**config.mk**
```make
export PLATFORM = sky130hd
export DESIGN_NAME = multicycle_ctrl
export DESIGN_NICKNAME = d
export VERILOG_FILES = /design/src/rtl/ctrl_pkg.sv /design/src/rtl/mem_wait_timer.sv /design/src/rtl/multicycle_ctrl.sv
export SDC_FILE = /design/constraint.sdc
export NUM_CORES = 1
export LEC_CHECK = 0
export BUFFER_PORTS_ARGS = -buffer_cell sky130_fd_sc_hd__buf_2
export CAP_MARGIN = 20
export CORE_MARGIN = 2
export CORE_UTILIZATION = 38
export DETAILED_ROUTE_END_ITERATION = 10
export GPL_ROUTABILITY_DRIVEN = 1
export PLACE_DENSITY = 0.58
export SYNTH_ARGS = -nofsm -noshare
export SYNTH_HDL_FRONTEND = slang
export SYNTH_SLANG_ARGS = --single-unit
```
**constraint.sdc**
```tcl
create_clock -name clk -period 1.94 [get_ports clk]
set_clock_uncertainty 0.15 [all_clocks]
set_input_delay 0.194 -clock clk [delete_from_list [all_inputs] [get_ports clk]]
set_output_delay 0.194 -clock clk [all_outputs]
set_load 0.1 [all_outputs]
```
**src/rtl/ctrl_pkg.sv**
```systemverilog
// ctrl_pkg: opcodes, alu_op codes, state encoding and opcode-class helper shared by multicycle_ctrl
package ctrl_pkg;
    localparam logic [3:0] OP_ADD   = 4'b0001;
    localparam logic [3:0] OP_SUB   = 4'b0011;
    localparam logic [3:0] OP_AND   = 4'b0100;
    localparam logic [3:0] OP_LOAD  = 4'b0101;
    localparam logic [3:0] OP_STORE = 4'b0110;
    localparam logic [3:0] OP_HALT  = 4'b1111;
    localparam logic [1:0] ALU_ADD = 2'b00;
    localparam logic [1:0] ALU_SUB = 2'b01;
    localparam logic [1:0] ALU_AND = 2'b10;
    typedef enum logic [2:0] {
        ST_IDLE   = 3'd0,
        ST_FETCH  = 3'd1,
        ST_DECODE = 3'd2,
        ST_EXEC   = 3'd3,
        ST_MEM    = 3'd4,
        ST_WB     = 3'd5,
        ST_FAULT  = 3'd6
    } state_t;
    typedef enum logic [2:0] {CL_ALU, CL_LOAD, CL_STORE, CL_HALT, CL_NOP} op_class_t;
    function automatic op_class_t op_class(logic [3:0] op);
        case (op)
            OP_ADD, OP_SUB, OP_AND: return CL_ALU;
            OP_LOAD:  return CL_LOAD;
            OP_STORE: return CL_STORE;
            OP_HALT:  return CL_HALT;
            default:  return CL_NOP;
        endcase
    endfunction
    function automatic logic [1:0] alu_sel(logic [3:0] op);
        return op == OP_SUB ? ALU_SUB : op == OP_AND ? ALU_AND : ALU_ADD;
    endfunction
endpackage

```
**src/rtl/mem_wait_timer.sv**
```systemverilog
// mem_wait_timer: counts memory wait cycles; ports clk, rst_n, clear, count_en, mem_ready in, timeout out
module mem_wait_timer #(
    parameter int unsigned WAIT_MAX = 15
) (
    input  logic clk,
    input  logic rst_n,
    input  logic clear,
    input  logic count_en,
    input  logic mem_ready,
    output logic timeout
);
    logic [7:0] count;
    always_ff @(posedge clk) begin
        if (!rst_n || clear) count <= '0;
        else if (count_en) count <= count + 8'd1;
    end
    assign timeout = count == 8'(WAIT_MAX) && !mem_ready;
endmodule

```
**src/rtl/multicycle_ctrl.sv**
```systemverilog
// multicycle_ctrl: FETCH/DECODE/EXEC/MEM/WB sequencer; in clk, rst_n, run, opcode, mem_ready; out datapath strobes, alu_op, instr_done, fault, state
module multicycle_ctrl
    import ctrl_pkg::*;
#(
    parameter int unsigned WAIT_MAX = 15
) (
    input  logic       clk,
    input  logic       rst_n,
    input  logic       run,
    input  logic [3:0] opcode,
    input  logic       mem_ready,
    output logic       pc_write,
    output logic       ir_load,
    output logic       iord,
    output logic       mem_read,
    output logic       mem_write,
    output logic [1:0] alu_op,
    output logic       alu_src_imm,
    output logic       reg_write,
    output logic       mem_to_reg,
    output logic       instr_done,
    output logic       fault,
    output logic [2:0] state
);
    state_t cur;
    logic [3:0] opcode_q;
    logic timeout;
    logic waiting;
    op_class_t dcl, qcl;
    state_t after_retire;
    assign waiting = cur == ST_FETCH || cur == ST_MEM;
    assign dcl = op_class(opcode);
    assign qcl = op_class(opcode_q);
    assign after_retire = run ? ST_FETCH : ST_IDLE;
    mem_wait_timer #(.WAIT_MAX(WAIT_MAX)) u_timer (
        .clk       (clk),
        .rst_n     (rst_n),
        .clear     (!waiting || mem_ready),
        .count_en  (waiting),
        .mem_ready (mem_ready),
        .timeout   (timeout)
    );
    always_ff @(posedge clk) begin
        if (!rst_n) begin
            cur      <= ST_IDLE;
            opcode_q <= '0;
        end else begin
            case (cur)
                ST_IDLE:   cur <= run ? ST_FETCH : ST_IDLE;
                ST_FETCH:  cur <= mem_ready ? ST_DECODE : timeout ? ST_FAULT : ST_FETCH;
                ST_DECODE: begin
                    opcode_q <= opcode;
                    cur <= dcl == CL_HALT ? ST_IDLE : dcl == CL_NOP ? after_retire : ST_EXEC;
                end
                ST_EXEC:   cur <= qcl == CL_ALU ? ST_WB : ST_MEM;
                ST_MEM:    cur <= mem_ready ? (qcl == CL_LOAD ? ST_WB : after_retire)
                                            : timeout ? ST_FAULT : ST_MEM;
                ST_WB:     cur <= after_retire;
                ST_FAULT:  cur <= ST_FAULT;
                default:   cur <= ST_IDLE;
            endcase
        end
    end
    assign state       = cur;
    assign pc_write    = cur == ST_FETCH && mem_ready;
    assign ir_load     = cur == ST_FETCH && mem_ready;
    assign iord        = cur == ST_MEM;
    assign mem_read    = cur == ST_FETCH || (cur == ST_MEM && qcl == CL_LOAD);
    assign mem_write   = cur == ST_MEM && qcl == CL_STORE;
    assign alu_op      = (cur == ST_EXEC || cur == ST_WB) && qcl == CL_ALU ? alu_sel(opcode_q) : ALU_ADD;
    assign alu_src_imm = cur == ST_EXEC && (qcl == CL_LOAD || qcl == CL_STORE);
    assign reg_write   = cur == ST_WB;
    assign mem_to_reg  = cur == ST_WB && qcl == CL_LOAD;
    // DECODE retires NOP/HALT off the live opcode, before opcode_q holds it
    assign instr_done  = (cur == ST_DECODE && (dcl == CL_HALT || dcl == CL_NOP))
                      || (cur == ST_MEM && qcl == CL_STORE && mem_ready)
                      || cur == ST_WB;
    assign fault       = cur == ST_FAULT;
endmodule

```
* Word level (Yosys, flattened, before mapping)
Index checks and enable logic that the tools add are counted.
** Storage, ports and cells
- Input port bits :: 8
- Bits in registers :: 15
- Logic and storage cells :: 68
- Output and inout bits :: 15
** Cells by class
- Multiplexer cells :: 15
- Add/subtract/negate cells :: 1
- Equal/unequal tests :: 23
- Reductions and logical operators :: 26
** Operators with widths (count)
- $eq 4x3->1 const B :: 6
- $pmux 3 s4 :: 2
- $pmux 3 s6 :: 1
- $eq 3x2->1 const B :: 4
- $eq 3x3->1 const B :: 4
- $mux 2 :: 6
- $mux 3 :: 4
- $logic_and 1x1->1 :: 9
- $logic_or 1x1->1 :: 9
- $add 8x1->8 const B :: 1
- $eq 4x1->1 const B :: 2
- $eq 4x2->1 const B :: 2
- $eq 4x4->1 const B :: 2
- $eq 8x4->1 const B :: 1
- $eq 3x1->1 const B :: 2
- $logic_not 3->1 :: 2
- $reduce_or 3->1 :: 2
- $logic_not 1->1 :: 3
- $mux 1 :: 2
- $reduce_or 2->1 :: 1

* Logic depth before layout (Yosys ltp)
Gate-level depths: netlist (run 1).
- Depth after elaboration :: 8
- Gate-level depth with buffers :: 6
- Depth with buffers taken out :: 5

* By module
Synthesis (run 1) repeated with hierarchy kept, for this count alone.
** Unflattened totals
- Cell total of the unflattened synthesis :: 112
- Area, all modules :: 939.7 um2
** Modules (own cells, without submodules)
- multicycle_ctrl :: area an instance 581.8 um2, instances 1, cells an instance 72
- mem_wait_timer :: area an instance 357.8 um2, instances 1, cells an instance 40

* Worst setup path before layout (run 1)
Ideal clock, no wire load.
- Path kind :: reg-to-output
- Start point :: register cur[1] (netlist: state[1])
- End point :: output alu_src_imm
- Required time :: 1.596 ns
- Setup slack :: -2.953 ns
- Data arrival time :: 4.549 ns
- Stages on the path, launching flop included :: 5
- Cells stage by stage :: dfxtp_1 > buf_2 > clkbuf_1 > inv_1 > nor4_1
** Between the ends
- Cells in the longest elaborated chain, start to end :: 2
** RTL lines
- start: declaration :: RTL line multicycle_ctrl.sv:25 : state_t cur;
- start signal: assignment :: RTL line multicycle_ctrl.sv:49 : ST_IDLE: cur <= run ? ST_FETCH : ST_IDLE;
- start signal: assignment :: RTL line multicycle_ctrl.sv:50 : ST_FETCH: cur <= mem_ready ? ST_DECODE : timeout ? ST_FAULT : ST_FETCH;
- start signal: assignment :: RTL line multicycle_ctrl.sv:53 : cur <= dcl == CL_HALT ? ST_IDLE : dcl == CL_NOP ? after_retire : ST_EXEC;
- $eq 3x2->1 :: RTL line multicycle_ctrl.sv:71 : assign alu_src_imm = cur == ST_EXEC && (qcl == CL_LOAD || qcl == CL_STORE);
- $logic_and 1x1->1 :: RTL line multicycle_ctrl.sv:71
- end: declaration :: RTL line multicycle_ctrl.sv:18 : output logic alu_src_imm,
No other way between the ends.

* Final worst setup path (run 1)
- Start point :: register cur[2] (netlist: state[2])
- End point :: output alu_op[0]
** Between the ends
- Cells in the longest elaborated chain, start to end :: 4
** RTL lines
- $eq 3x2->1 or $eq 3x3->1 (tied branches) :: RTL line multicycle_ctrl.sv:70 : assign alu_op = (cur == ST_EXEC || cur == ST_WB) && qcl == CL_ALU ? alu_sel(opcode_q) : ALU_ADD;
- $logic_or 1x1->1 (*) :: RTL line multicycle_ctrl.sv:70
- $logic_and 1x1->1 (*) :: RTL line multicycle_ctrl.sv:70
- $mux 2 (*) :: RTL line multicycle_ctrl.sv:70
- end: declaration :: RTL line multicycle_ctrl.sv:17 : output logic [1:0] alu_op,
Mark *: on every way between the ends. The rest lies on a longest branch, timed or not.

==> results of run 1 <==
==> worst reg2reg max path: cells and delay by family (launching register included) <==
family / cells / cell delay, ns
AOI/OAI and AO/OA: 2 / 0.33
xor gates and xnor gates: 1 / 0.36
buffers and inverters: 2 / 0.34
DFF: 1 / 0.39
and+or+nand+nor: 1 / 0.11
==> cell usage after synthesis (all sizes together), types with 3 or more instances <==
cell type,n,area share
nand2b,6,0.040
a21oi,6,0.032
buf,4,0.037
nor2b,5,0.033
mux2i,4,0.043
nor4,4,0.027
or3,3,0.020
and2,3,0.020
nand2,6,0.024
nor3,3,0.016
xnor2,8,0.075
nand3,5,0.027
inv,6,0.024
nor2,14,0.056
o21ai,4,0.025
dfxtp,15,0.32
==> stage by stage <==
stage                     total power [W]   util  hold slack [ns]
after floorplan                  0.000506      -            0.165
after global placement           0.000534  0.569            0.283
after detailed placement         0.000536  0.569            0.293
after CTS                        0.000725  0.604           0.0457
after global routing             0.000769  0.611           0.0433
final                            0.000719  0.611           0.0483
==> per-layer routing <==
metal | wire [µm] | vias to the layer above | GRT usage | share of wire
met5 | 0 | - | 0 | 0
met4 | 42 | 0 | 0.0342 | 0.018
met3 | 97 | 8 | 0.0583 | 0.043
met2 | 958 | 25 | 0.272 | 0.42
met1 | 1170 | 415 | 0.277 | 0.52
li1 | - | 472 | - | -
==> power breakdown <==
part / switching [W] / total [W] / internal [W]
combinational: 0.000151 / 0.000221 / 0.0000701
clock: 0.0000943 / 0.000174 / 0.0000796
sequential: 0.0000103 / 0.000324 / 0.000314
==> kinds of logic (layout without fill, tap and decap cells) <==
| group | Yosys count | count (layout) |
|---|---|---|
| AND/OR/NAND/NOR | 59 | 59 |
| AO/OA/AOI/OAI | 18 | 18 |
| flip-flops | 15 | 15 |
| buffers and inverters | 11 | 41 |
| XOR/XNOR | 8 | 8 |
| multiplexers | 4 | 4 |
| adder cells (fa/ha/maj) | 1 | 1 |
==> timing repair <==
item                                    in CTS  in global routing
pin swaps                                    1                  0
buffers inserted                             7                  0
endpoints found under the setup margin       1                  6
gates resized for setup                      0                  7
==> worst max-delay path by stage <==
stage	slack, ns	end	depth (start not counted)	start
final	0.02	alu_op[0]	4	state[2]$_SDFF_PN0_
after floorplan	-0.39	alu_op[0]	4	state[0]$_SDFF_PN0_
after global routing	-0.04	alu_op[0]	4	state[2]$_SDFF_PN0_
after global placement	0.24	alu_op[0]	4	state[0]$_SDFF_PN0_
after CTS	-0.003	alu_op[0]	4	state[2]$_SDFF_PN0_
after detailed placement	0.21	state[0]$_SDFF_PN0_	4	opcode_q[2]$_SDFFE_PN0P_
==> registers in the layout, indices dropped and copies added (netlist names) <==
name	count
opcode_q	4
u_timer.count	8
state	3
==> final cells by class <==
class	count	area, µm²
inverter	6	35.0
sequential	15	314
multi-input combinational	90	691
clock buffer	4	26.3
tap	28	35.0
timing repair buffer	31	290
fill	197	885
==> metrics, run 1 <==
sum of routed wire length over all layers approximately 2300 µm; maxcap violations 0; initial core utilization 0.411; buffer and inverter count on the worst path 1; Largest delay share family, worst path simple AND/OR/NAND/NOR gates; slowest stage cell, crit path sky130_fd_sc_hd__dfxtp_4; xor and xnor fraction of the mapped netlist area 0.0749; unrepaired setup endpoints after global routing yes; Num CTS Buffers 3; static leakage power 0.516 nW; number of levels in the clock H-tree 1; mean cell area of the mapped netlist between 8 and 9 µm²; 1st-iter DRT viols 34; residual DRC count 0; die outline width between 50 and 60 µm; register bit total from synthesis 15; insertion delay to the later sink of the worst-skew pair 0.28 ns; clock buffer depth 2; chip height between 50 and 60 µm; post-layout min period around 1.9 ns; TritonCTS Sinks 15; run status finished, final reports clean; critical path capture point type primary output; hold buffers post-CTS 0; leading cell types in the layout, fill and taps excluded sky130_fd_sc_hd__buf_2 (12), sky130_fd_sc_hd__nor2_1 (10), sky130_fd_sc_hd__dfxtp_1 (10), sky130_fd_sc_hd__buf_4 (9), sky130_fd_sc_hd__xnor2_1 (8); maximum single-stage delay on the critical path ~0.39 ns; path depth of the worst reg2reg path 6; Compound-Gate Fraction of Synth Area 0.126; fraction of the mapped netlist area in adder cells 0.0134; clock root buffer sky130_fd_sc_hd__clkbuf_4; Post-Synth Simple-Gate Area 0.357; highest clock frequency the design can meet about 520 MHz; sum of overflow across all layers after global routing 0; count of nets left with antenna violations after detail routing 0; peak supply drop between 0.5 and 0.6 mV; Top Ports 23; R2R setup slack roughly 0.18 ns; maximum number of pins on one net before global-route repair 11; Mapped Area between 900 and 1000 µm²; post-layout net count between 150 and 200; number of rows created at floorplan 17; Worst Tran Pin Value 0.485 ns; total power per unit cell area around 520 nW/µm²; Syn Nets between 100 and 150; initial antenna violation count 0; Worst slew margin 0.679; synth unique cells 36; Die Footprint between 2000 and 3000 µm²; non-filler instance count after layout between 150 and 200; most common cell after layout, fill and taps aside sky130_fd_sc_hd__buf_2; routed wirelength normalized by instance count around 13 µm; worst setup margin 0.0200 ns; critical hold path startpoint opcode[3]; vias in the first global route about 850; type of the tightest min-delay check in -> reg; register clock-pin slew on the reported worst setup and hold paths ~0.090 ns; All-Layer GR Usage 0.189; max-slew violation count 0; Startpoint Class flop; number of vias per cell after detailed routing roughly 5.3; relative area change from synthesis to final layout 48.7%; diode insertion count for antenna repair 0; post-detail-place hpwl between 1500 and 2000 µm; Yosys warning count 0; global-route wire length before repair 4010 µm; worst hold stages 3; cell area after placement around 1300 µm²; placeable core region 2280 µm²; critical path type reg -> out; data required time of the worst path between 1.5 and 2 ns; number of setup violations in the final report 0; CP Data Arrival Time between 1.5 and 2 ns; async set-reset flop share out of synthesis 0; multiplexer fraction of the synthesized cell area 0.0428; Critical Path, Cell by Cell xnor2_1 > or3_4 > nor3_4 > buf_12; dominant combinational cell family by area after synthesis simple AND/OR/NAND/NOR gates; cell count after placement between 150 and 200; post-route standard cell area excluding fillers around 1400 µm²; placer congestion estimate about 0.83; fraction of layout instances using a drive strength above 1 0.418; WHS Endpoint opcode_q[3]$_SDFFE_PN0P_; setup TNS after final layout 0 ns; total number of vias 920; startpoint of the worst-slack reg-to-reg timing path state[2]$_SDFF_PN0_; Post-Syn Instances about 120; maximum fanout count along the critical path 6; destination of the worst register-to-register timing path u_timer.count[7]$_SDFFE_PP0P_; number of synthesized flops with an enable pin 0; TritonRoute pass-1 iters 4; worst setup slack before clock tree synthesis a little over 0.2 ns; number of failing hold endpoints at the final stage 0; final period utilization 0.990; TritonCTS clock tree yes; count of input and output buffers 22; fraction of the yosys area taken by sequential cells 0.321; primary flip-flop cell chosen by synthesis mapping sky130_fd_sc_hd__dfxtp_1
(Power assumes the default switching activity.)
==> run 2: changes to the inputs <==
--- a/config.mk
+++ b/config.mk
@@ -8,10 +8,10 @@
 export BUFFER_PORTS_ARGS = -buffer_cell sky130_fd_sc_hd__buf_2
 export CAP_MARGIN = 20
 export CORE_MARGIN = 2
-export CORE_UTILIZATION = 38
+export CORE_UTILIZATION = 51
 export DETAILED_ROUTE_END_ITERATION = 10
 export GPL_ROUTABILITY_DRIVEN = 1
-export PLACE_DENSITY = 0.58
+export PLACE_DENSITY = 0.75
 export SYNTH_ARGS = -nofsm -noshare
 export SYNTH_HDL_FRONTEND = slang
 export SYNTH_SLANG_ARGS = --single-unit
==> run 2 against run 1 <==
  * Design area increased by 0.27%
  * Count of clock-buffer cells in the layout unchanged
  * Combinational power about the same
  * Non-clock buffer count increased by 2
  * Final cell count decreased by 0.57%
  * Critical path type unchanged
  * Largest power group unchanged
  * Highest routed layer unchanged
==> metrics, run 2 (same netlist as run 1, synthesis figures left out) <==
run status finished, final reports clean; diode insertion count for antenna repair 0; number of levels in the clock H-tree 1; final period utilization 0.991; TritonCTS clock tree yes; critical hold path startpoint opcode[3]; Largest Register u_timer.count; setup TNS after final layout 0 ns; number of vias per cell after detailed routing 5.42; maxcap violations 0; buffer and inverter count on the worst path 1; clock network power share 0.244; count of nets left with antenna violations after detail routing 0; max FFs per register 8; TritonCTS Sinks 15; register share of total power 0.453; Top Ports 23; unrepaired setup endpoints after global routing yes; initial core utilization 0.542; chip height about 47 µm; most common cell after layout, fill and taps aside sky130_fd_sc_hd__buf_2; Critical Path, Cell by Cell xnor2_2 > or3_4 > nor3_4 > buf_12; combinational group share of total power 0.303; register clock-pin slew on the reported worst setup and hold paths 0.09 ns; post-detail-place hpwl around 1600 µm; post-layout min period 1.92 ns; path depth of the worst reg2reg path 6; Hold WS between 0.05 and 0.06 ns; CP Data Arrival Time roughly 1.6 ns; Filler cells 120; placer congestion estimate 0.810; worst setup margin 0.0183 ns; All-Layer GR Usage 0.233; peak supply drop about 0.45 mV; switching fraction of total power 0.356; hold buffers post-CTS 0; Die Footprint 2190 µm²; number of failing hold endpoints at the final stage 0; sum of routed wire length over all layers around 2200 µm; area taken by multi-input logic gates 699 µm²; net switching power 0.000257 W; area used by sequential logic in the layout approximately 310 µm²; Worst slew margin 0.685; post-layout net count between 150 and 200; fraction of layout instances using a drive strength above 1 0.426; relative area change from synthesis to final layout 49.1%; initial antenna violation count 0; Worst Tran Pin Value 0.468 ns; maximum number of pins on one net before global-route repair 9; total number of vias between 900 and 1000; maximum single-stage delay on the critical path between 0.3 and 0.4 ns; sum of overflow across all layers after global routing 0; maximum fanout count along the critical path 4; critical path type reg -> out; number of setup violations in the final report 0; routed wirelength normalized by instance count 12.6 µm; data required time of the worst path 1.60 ns; Startpoint Class flop; number of rows created at floorplan 15; leading cell types in the layout, fill and taps excluded sky130_fd_sc_hd__buf_2 (13), sky130_fd_sc_hd__dfxtp_1 (11), sky130_fd_sc_hd__nor2_1 (10), sky130_fd_sc_hd__buf_4 (10); destination of the worst register-to-register timing path u_timer.count[7]$_SDFFE_PP0P_; insertion delay to the later sink of the worst-skew pair approximately 0.28 ns; vias in the first global route around 850; Num CTS Buffers 3; R2R setup slack approximately 0.21 ns; P_int between 0.0004 and 0.0005 W; 1st-iter DRT viols 23; highest clock frequency the design can meet roughly 520 MHz; worst setup slack before clock tree synthesis between 0.2 and 0.25 ns; placeable core region ~1700 µm²; static leakage power around 0.53 nW; type of the tightest min-delay check in -> reg; slowest stage cell, crit path sky130_fd_sc_hd__dfxtp_4; total power per unit cell area between 500 and 600 nW/µm²; count of input and output buffers 22; die outline width 46.8 µm; WHS Endpoint opcode_q[3]$_SDFFE_PN0P_; Largest delay share family, worst path simple AND/OR/NAND/NOR gates; TritonRoute pass-1 iters 4; critical path capture point type primary output; global-route wire length before repair about 3600 µm; clock buffer depth 2; residual DRC count 0; startpoint of the worst-slack reg-to-reg timing path state[0]$_SDFF_PN0_; max-slew violation count 0; clock root buffer sky130_fd_sc_hd__clkbuf_4; worst hold stages 3
## run 2: cell types whose count changed in the layout (fill, tap and decap cells not counted), sizes merged
cell	before	now
clkbuf	7	8
buf	28	29
## run 2: per-layer routing
| metal | GRT usage | part of all wire | vias up |
|---|---|---|---|
| met3 | 0.0346 | 0.055 | 4 |
| met2 | 0.389 | 0.50 | 36 |
| met1 | 0.307 | 0.43 | 427 |
| li1 | - | - | 471 |
| met4 | 0.0833 | 0.012 | 0 |
| met5 | 0 | 0 | - |
## run 2: area by class of cell
type	instances	area share
Multi-Input combinational cell	90	0.501
Sequential cell	15	0.224
Timing Repair Buffer	33	0.208
Inverter	6	0.0251
Tap cell	25	0.0224
Clock buffer	4	0.0188
## run 2: how the worst max path moves through the flow
| stage | slack (ns) | startpoint | depth (start not counted) | to |
|---|---|---|---|---|
| after floorplan | -0.39 | state[0]$_SDFF_PN0_ | 4 | alu_op[0] |
| after global placement | 0.26 | state[1]$_SDFF_PN0_ | 4 | alu_op[0] |
| after detailed placement | 0.24 | opcode_q[0]$_SDFFE_PN0P_ | 4 | state[0]$_SDFF_PN0_ |
| after CTS | 0.01 | opcode_q[0]$_SDFFE_PN0P_ | 3 | mem_to_reg |
| after global routing | -0.03 | state[1]$_SDFF_PN0_ | 4 | alu_op[0] |
| final | 0.02 | state[1]$_SDFF_PN0_ | 4 | alu_op[0] |
## run 2: worst min-delay path: cells and delay by family
kind,cells,cell delay [ns]
buffers and inverters,1,0.09
multiplexers,1,0.06
AND/OR/NAND/NOR,1,0.10
## run 2: power groups by stage
| stage | Sequential, W | Combinational [W] | Clock, W |
|---|---|---|---|
| detailed placement | 0.000344 | 0.000189 | 0 |
| finish | 0.000327 | 0.000218 | 0.000175 |
| global route | 0.000328 | 0.000231 | 0.000191 |
| global placement | 0.000344 | 0.000188 | 0 |
| floorplan | 0.000354 | 0.000152 | 0 |
| CTS | 0.000326 | 0.000212 | 0.000181 |
## run 2: what timing repair did
action / in CTS / in global routing
pin swaps: 0 / 1
setup buffers: 7 / 2
gates resized for setup: 0 / 9
endpoints found under the setup margin: 1 / 6
## run 2: per-stage QoR
| stage | cell area [µm²] | utilization | power [W] | instances |
|---|---|---|---|---|
| 6_report | 1400 | 0.808 | 0.000720 | 173 |
| 5_1_grt | 1400 | 0.808 | 0.000750 | 173 |
| 4_1_cts | 1350 | 0.783 | 0.000719 | 171 |
| 3_5_place_dp | 1260 | 0.730 | 0.000533 | 160 |
| 3_3_place_gp | 1260 | 0.730 | 0.000531 | 160 |
| 2_1_floorplan | 1120 | - | 0.000506 | 116 |
==> run 3: changes to the inputs <==
--- a/config.mk
+++ b/config.mk
@@ -5,13 +5,14 @@
 export SDC_FILE = /design/constraint.sdc
 export NUM_CORES = 1
 export LEC_CHECK = 0
-export BUFFER_PORTS_ARGS = -buffer_cell sky130_fd_sc_hd__buf_2
 export CAP_MARGIN = 20
 export CORE_MARGIN = 2
-export CORE_UTILIZATION = 51
+export CORE_UTILIZATION = 60
 export DETAILED_ROUTE_END_ITERATION = 10
+export DONT_BUFFER_PORTS = 1
 export GPL_ROUTABILITY_DRIVEN = 1
-export PLACE_DENSITY = 0.75
+export PLACE_DENSITY = 0.74
+export SETUP_SLACK_MARGIN = 0.1
 export SYNTH_ARGS = -nofsm -noshare
 export SYNTH_HDL_FRONTEND = slang
 export SYNTH_SLANG_ARGS = --single-unit
==> run 3 against run 2 <==
  * The run now fails in global routing (5_1_grt)
  * Synthesized cell count unchanged
  * Area after synthesis unchanged
==> metrics, run 3 <==
worst setup slack before clock tree synthesis 0.249 ns; initial core utilization 0.629; register bit total from synthesis 15; async set-reset flop share out of synthesis 0; primary flip-flop cell chosen by synthesis mapping sky130_fd_sc_hd__dfxtp_1; TritonCTS Sinks 15; dominant cell type by area after synthesis sky130_fd_sc_hd__dfxtp_1; clock buffer depth 2; Post-Syn Instances 116; post-detail-place hpwl roughly 1700 µm; worst_ep grt alu_op[0]; number of synthesized flops with an enable pin 0; cell count after placement ~140; pin type at the end of the worst path output port; chip height 43.5 µm; top post-synthesis cells by count sky130_fd_sc_hd__dfxtp_1 (15), sky130_fd_sc_hd__nor2_1 (14), sky130_fd_sc_hd__xnor2_1 (8); step where the flow halted global routing (5_1_grt); Mapped Area about 940 µm²; maximum number of pins on one net before global-route repair 9; most numerous cell in the Yosys netlist sky130_fd_sc_hd__dfxtp_1; mean cell area of the mapped netlist about 8 µm²; Top Ports 23; top cell type's share of synthesized area 0.321; fraction of the yosys area taken by sequential cells 0.321; Num CTS Buffers 3; number of levels in the clock H-tree 1; placer congestion estimate 0.800; die outline width ~43 µm; Syn Nets ~130; synth unique cells 36; Halt Reason [ERROR DPL-0038] Utilization greater than 100%, impossible to legalize; run status stopped before the end; Synth area leaders sky130_fd_sc_hd__dfxtp_1 (32%), sky130_fd_sc_hd__xnor2_1 (7.5%), sky130_fd_sc_hd__nor2_1 (5.6%), sky130_fd_sc_hd__mux2i_1 (4.3%), sky130_fd_sc_hd__nand2b_1 (4.0%); clock root buffer sky130_fd_sc_hd__clkbuf_4; count of input and output buffers 0; number of rows created at floorplan 14; Yosys warning count 0
-- run 3: cell counts after synthesis --
No cell type changed its count.
-- run 3: repair_timing --
item | in CTS
resized for setup | 4
cloned | 0
endpoints found under the hold margin | 7
buffers inserted | 10
hold buffers | 6
pin swaps | 3
endpoints found under the setup margin | 6
-- run 3: logic make-up after synthesis --
logic type,share of synthesized area
and+or+nand+nor,0.357
AOI/OAI and AO/OA,0.126
DFF,0.321
buffers and inverters,0.0655
xor gates and xnor gates,0.0749
muxes,0.0428
adders and majority gates,0.0134
-- run 3: per-stage QoR --
stage                     cell area [µm²]   util
after CTS                            1440  0.966
after detailed placement             1250  0.839
after floorplan                      1120      -
after global placement               1250  0.839
==> run 4: changes to the inputs <==
--- a/config.mk
+++ b/config.mk
@@ -6,13 +6,12 @@
 export NUM_CORES = 1
 export LEC_CHECK = 0
 export CAP_MARGIN = 20
-export CORE_MARGIN = 2
-export CORE_UTILIZATION = 60
+export CORE_AREA = 2 2 63 65
 export DETAILED_ROUTE_END_ITERATION = 10
+export DIE_AREA = 0 0 65 67
 export DONT_BUFFER_PORTS = 1
 export GPL_ROUTABILITY_DRIVEN = 1
-export PLACE_DENSITY = 0.74
-export SETUP_SLACK_MARGIN = 0.1
+export PLACE_DENSITY_LB_ADDON = 0.15
 export SYNTH_ARGS = -nofsm -noshare
 export SYNTH_HDL_FRONTEND = slang
 export SYNTH_SLANG_ARGS = --single-unit
==> run 4 against run 3 <==
  * The run now ends clean
==> metrics, run 4 (same netlist as run 1, synthesis figures left out) <==
number of setup violations in the final report 0; final period utilization 0.964; Num CTS Buffers 3; peak supply drop between 0.2 and 0.3 mV; All-Layer GR Usage 0.118; initial core utilization 0.260; CP Data Arrival Time around 1.9 ns; relative area change from synthesis to final layout 59.8%; chip height 67 µm; number of rows created at floorplan 22; net switching power between 0.0002 and 0.0003 W; total power per unit cell area 543 nW/µm²; TritonRoute pass-1 iters 4; unrepaired setup endpoints after global routing no; placeable core region approximately 3600 µm²; number of levels in the clock H-tree 1; most common cell after layout, fill and taps aside sky130_fd_sc_hd__buf_4; vias in the first global route approximately 830; leading cell types in the layout, fill and taps excluded sky130_fd_sc_hd__buf_4 (16), sky130_fd_sc_hd__dfxtp_1 (12), sky130_fd_sc_hd__nor2_1 (10), sky130_fd_sc_hd__buf_12 (9), sky130_fd_sc_hd__xnor2_1 (8); Largest Register u_timer.count; clock network power share 0.315; data required time of the worst path just under 2 ns; sum of overflow across all layers after global routing 0; max-slew violation count 0; startpoint of the worst-slack reg-to-reg timing path opcode_q[2]$_SDFFE_PN0P_; type of the tightest min-delay check in -> reg; die outline width 65 µm; total number of vias slightly above 900; path depth of the worst reg2reg path 4; fraction of layout instances using a drive strength above 1 0.379; count of input and output buffers 0; Startpoint Class flop; Worst Tran Pin Value between 0.4 and 0.5 ns; diode insertion count for antenna repair 0; Worst slew margin 0.670; destination of the worst register-to-register timing path state[0]$_SDFF_PN0_; insertion delay to the later sink of the worst-skew pair approximately 0.25 ns; maximum fanout count along the critical path 5; initial antenna violation count 0; maximum number of pins on one net before global-route repair 11; TritonCTS clock tree yes; critical hold path startpoint mem_ready; global-route wire length before repair 3880 µm; static leakage power 0.532 nW; register clock-pin slew on the reported worst setup and hold paths roughly 0.06 ns; clock buffer depth 2; R2R setup slack about 0.07 ns; TritonCTS Sinks 15; worst hold stages 3; number of vias per cell after detailed routing 4.83; highest clock frequency the design can meet about 530 MHz; max FFs per register 8; number of failing hold endpoints at the final stage 0; critical path type reg -> reg; setup TNS after final layout 0 ns; P_int roughly 0.00054 W; worst setup slack before clock tree synthesis 0.124 ns; Die Footprint ~4400 µm²; cell count after placement between 150 and 200; non-filler instance count after layout 193; sum of routed wire length over all layers 2420 µm; clock root buffer sky130_fd_sc_hd__clkbuf_8; placer congestion estimate approximately 0.8; maxcap violations 0; critical path capture point type flop; WHS Endpoint state[0]$_SDFF_PN0_; residual DRC count 0; switching fraction of total power 0.334; post-layout min period 1.87 ns; routed wirelength normalized by instance count 12.6 µm; run status finished, final reports clean; 1st-iter DRT viols 20; post-layout net count 155; combinational group share of total power 0.283; worst setup margin roughly 0.069 ns; register share of total power 0.402; Filler cells 384; post-detail-place hpwl about 1800 µm; count of nets left with antenna violations after detail routing 0; Top Ports 23
[run 4: what timing repair did]
item | 4_1_cts | 5_1_grt
resized for setup | 0 | 2
buffers inserted | 5 | 5
hold endpoints to repair | 7 | 0
hold buffers | 5 | 0
pin swaps | 0 | 1
endpoints found under the setup margin | 1 | 4
[run 4: layout make-up]
class | count | area, µm² | share of cell area
Multi-Input combinational cell | 90 | 692 | 0.463
Timing Repair Buffer | 30 | 350 | 0.234
Sequential cell | 15 | 312 | 0.208
Clock inverter | 1 | 5.00 | 0.00335
Tap cell | 48 | 60.1 | 0.0402
Inverter | 6 | 35.0 | 0.0234
Clock buffer | 3 | 41.3 | 0.0276
[run 4: layer usage]
metal	vias to the layer above	global-route usage	routed length (µm)
met1	428	0.144	1090
met5	-	0	0
met3	4	0.0389	158
met4	0	0.0479	36
met2	30	0.192	1140
li1	470	-	-
[run 4: how the worst max path moves through the flow]
stage                              from             endpoint  depth (start not counted)
2_1_floorplan       state[0]$_SDFF_PN0_            alu_op[0]                          4
3_3_place_gp   opcode_q[2]$_SDFFE_PN0P_  state[0]$_SDFF_PN0_                          4
3_5_place_dp   opcode_q[2]$_SDFFE_PN0P_  state[0]$_SDFF_PN0_                          4
4_1_cts             state[2]$_SDFF_PN0_            alu_op[0]                          4
5_1_grt        opcode_q[2]$_SDFFE_PN0P_  state[0]$_SDFF_PN0_                          4
6_report       opcode_q[2]$_SDFFE_PN0P_  state[0]$_SDFF_PN0_                          4
[run 4: worst max-delay path: stages, from the launching register on]
cell and delay [ns]:
sky130_fd_sc_hd__dfxtp_1 0.41, sky130_fd_sc_hd__or3b_1 0.43, sky130_fd_sc_hd__a2111oi_0 0.53, sky130_fd_sc_hd__a21oi_1 0.09
sky130_fd_sc_hd__a31oi_1 0.18
[run 4: power by group through the flow]
stage	registers (W)	clock network (W)	logic, W
after floorplan	0.000354	0	0.000152
after global placement	0.000342	0	0.000189
after detailed placement	0.000343	0	0.000188
after CTS	0.000329	0.000264	0.000223
after global routing	0.000328	0.000279	0.000243
final	0.000327	0.000256	0.000230
[run 4: stage by stage]
stage | utilization | total power [W] | area, µm² | hold slack [ns]
after detailed placement | 0.361 | 0.000532 | 1300 | 0.178
after floorplan | - | 0.000506 | 1120 | 0.165
after CTS | 0.402 | 0.000816 | 1450 | 0.0520
final | 0.415 | 0.000812 | 1500 | 0.0726
after global routing | 0.415 | 0.000850 | 1500 | 0.0835
after global placement | 0.361 | 0.000531 | 1300 | 0.168
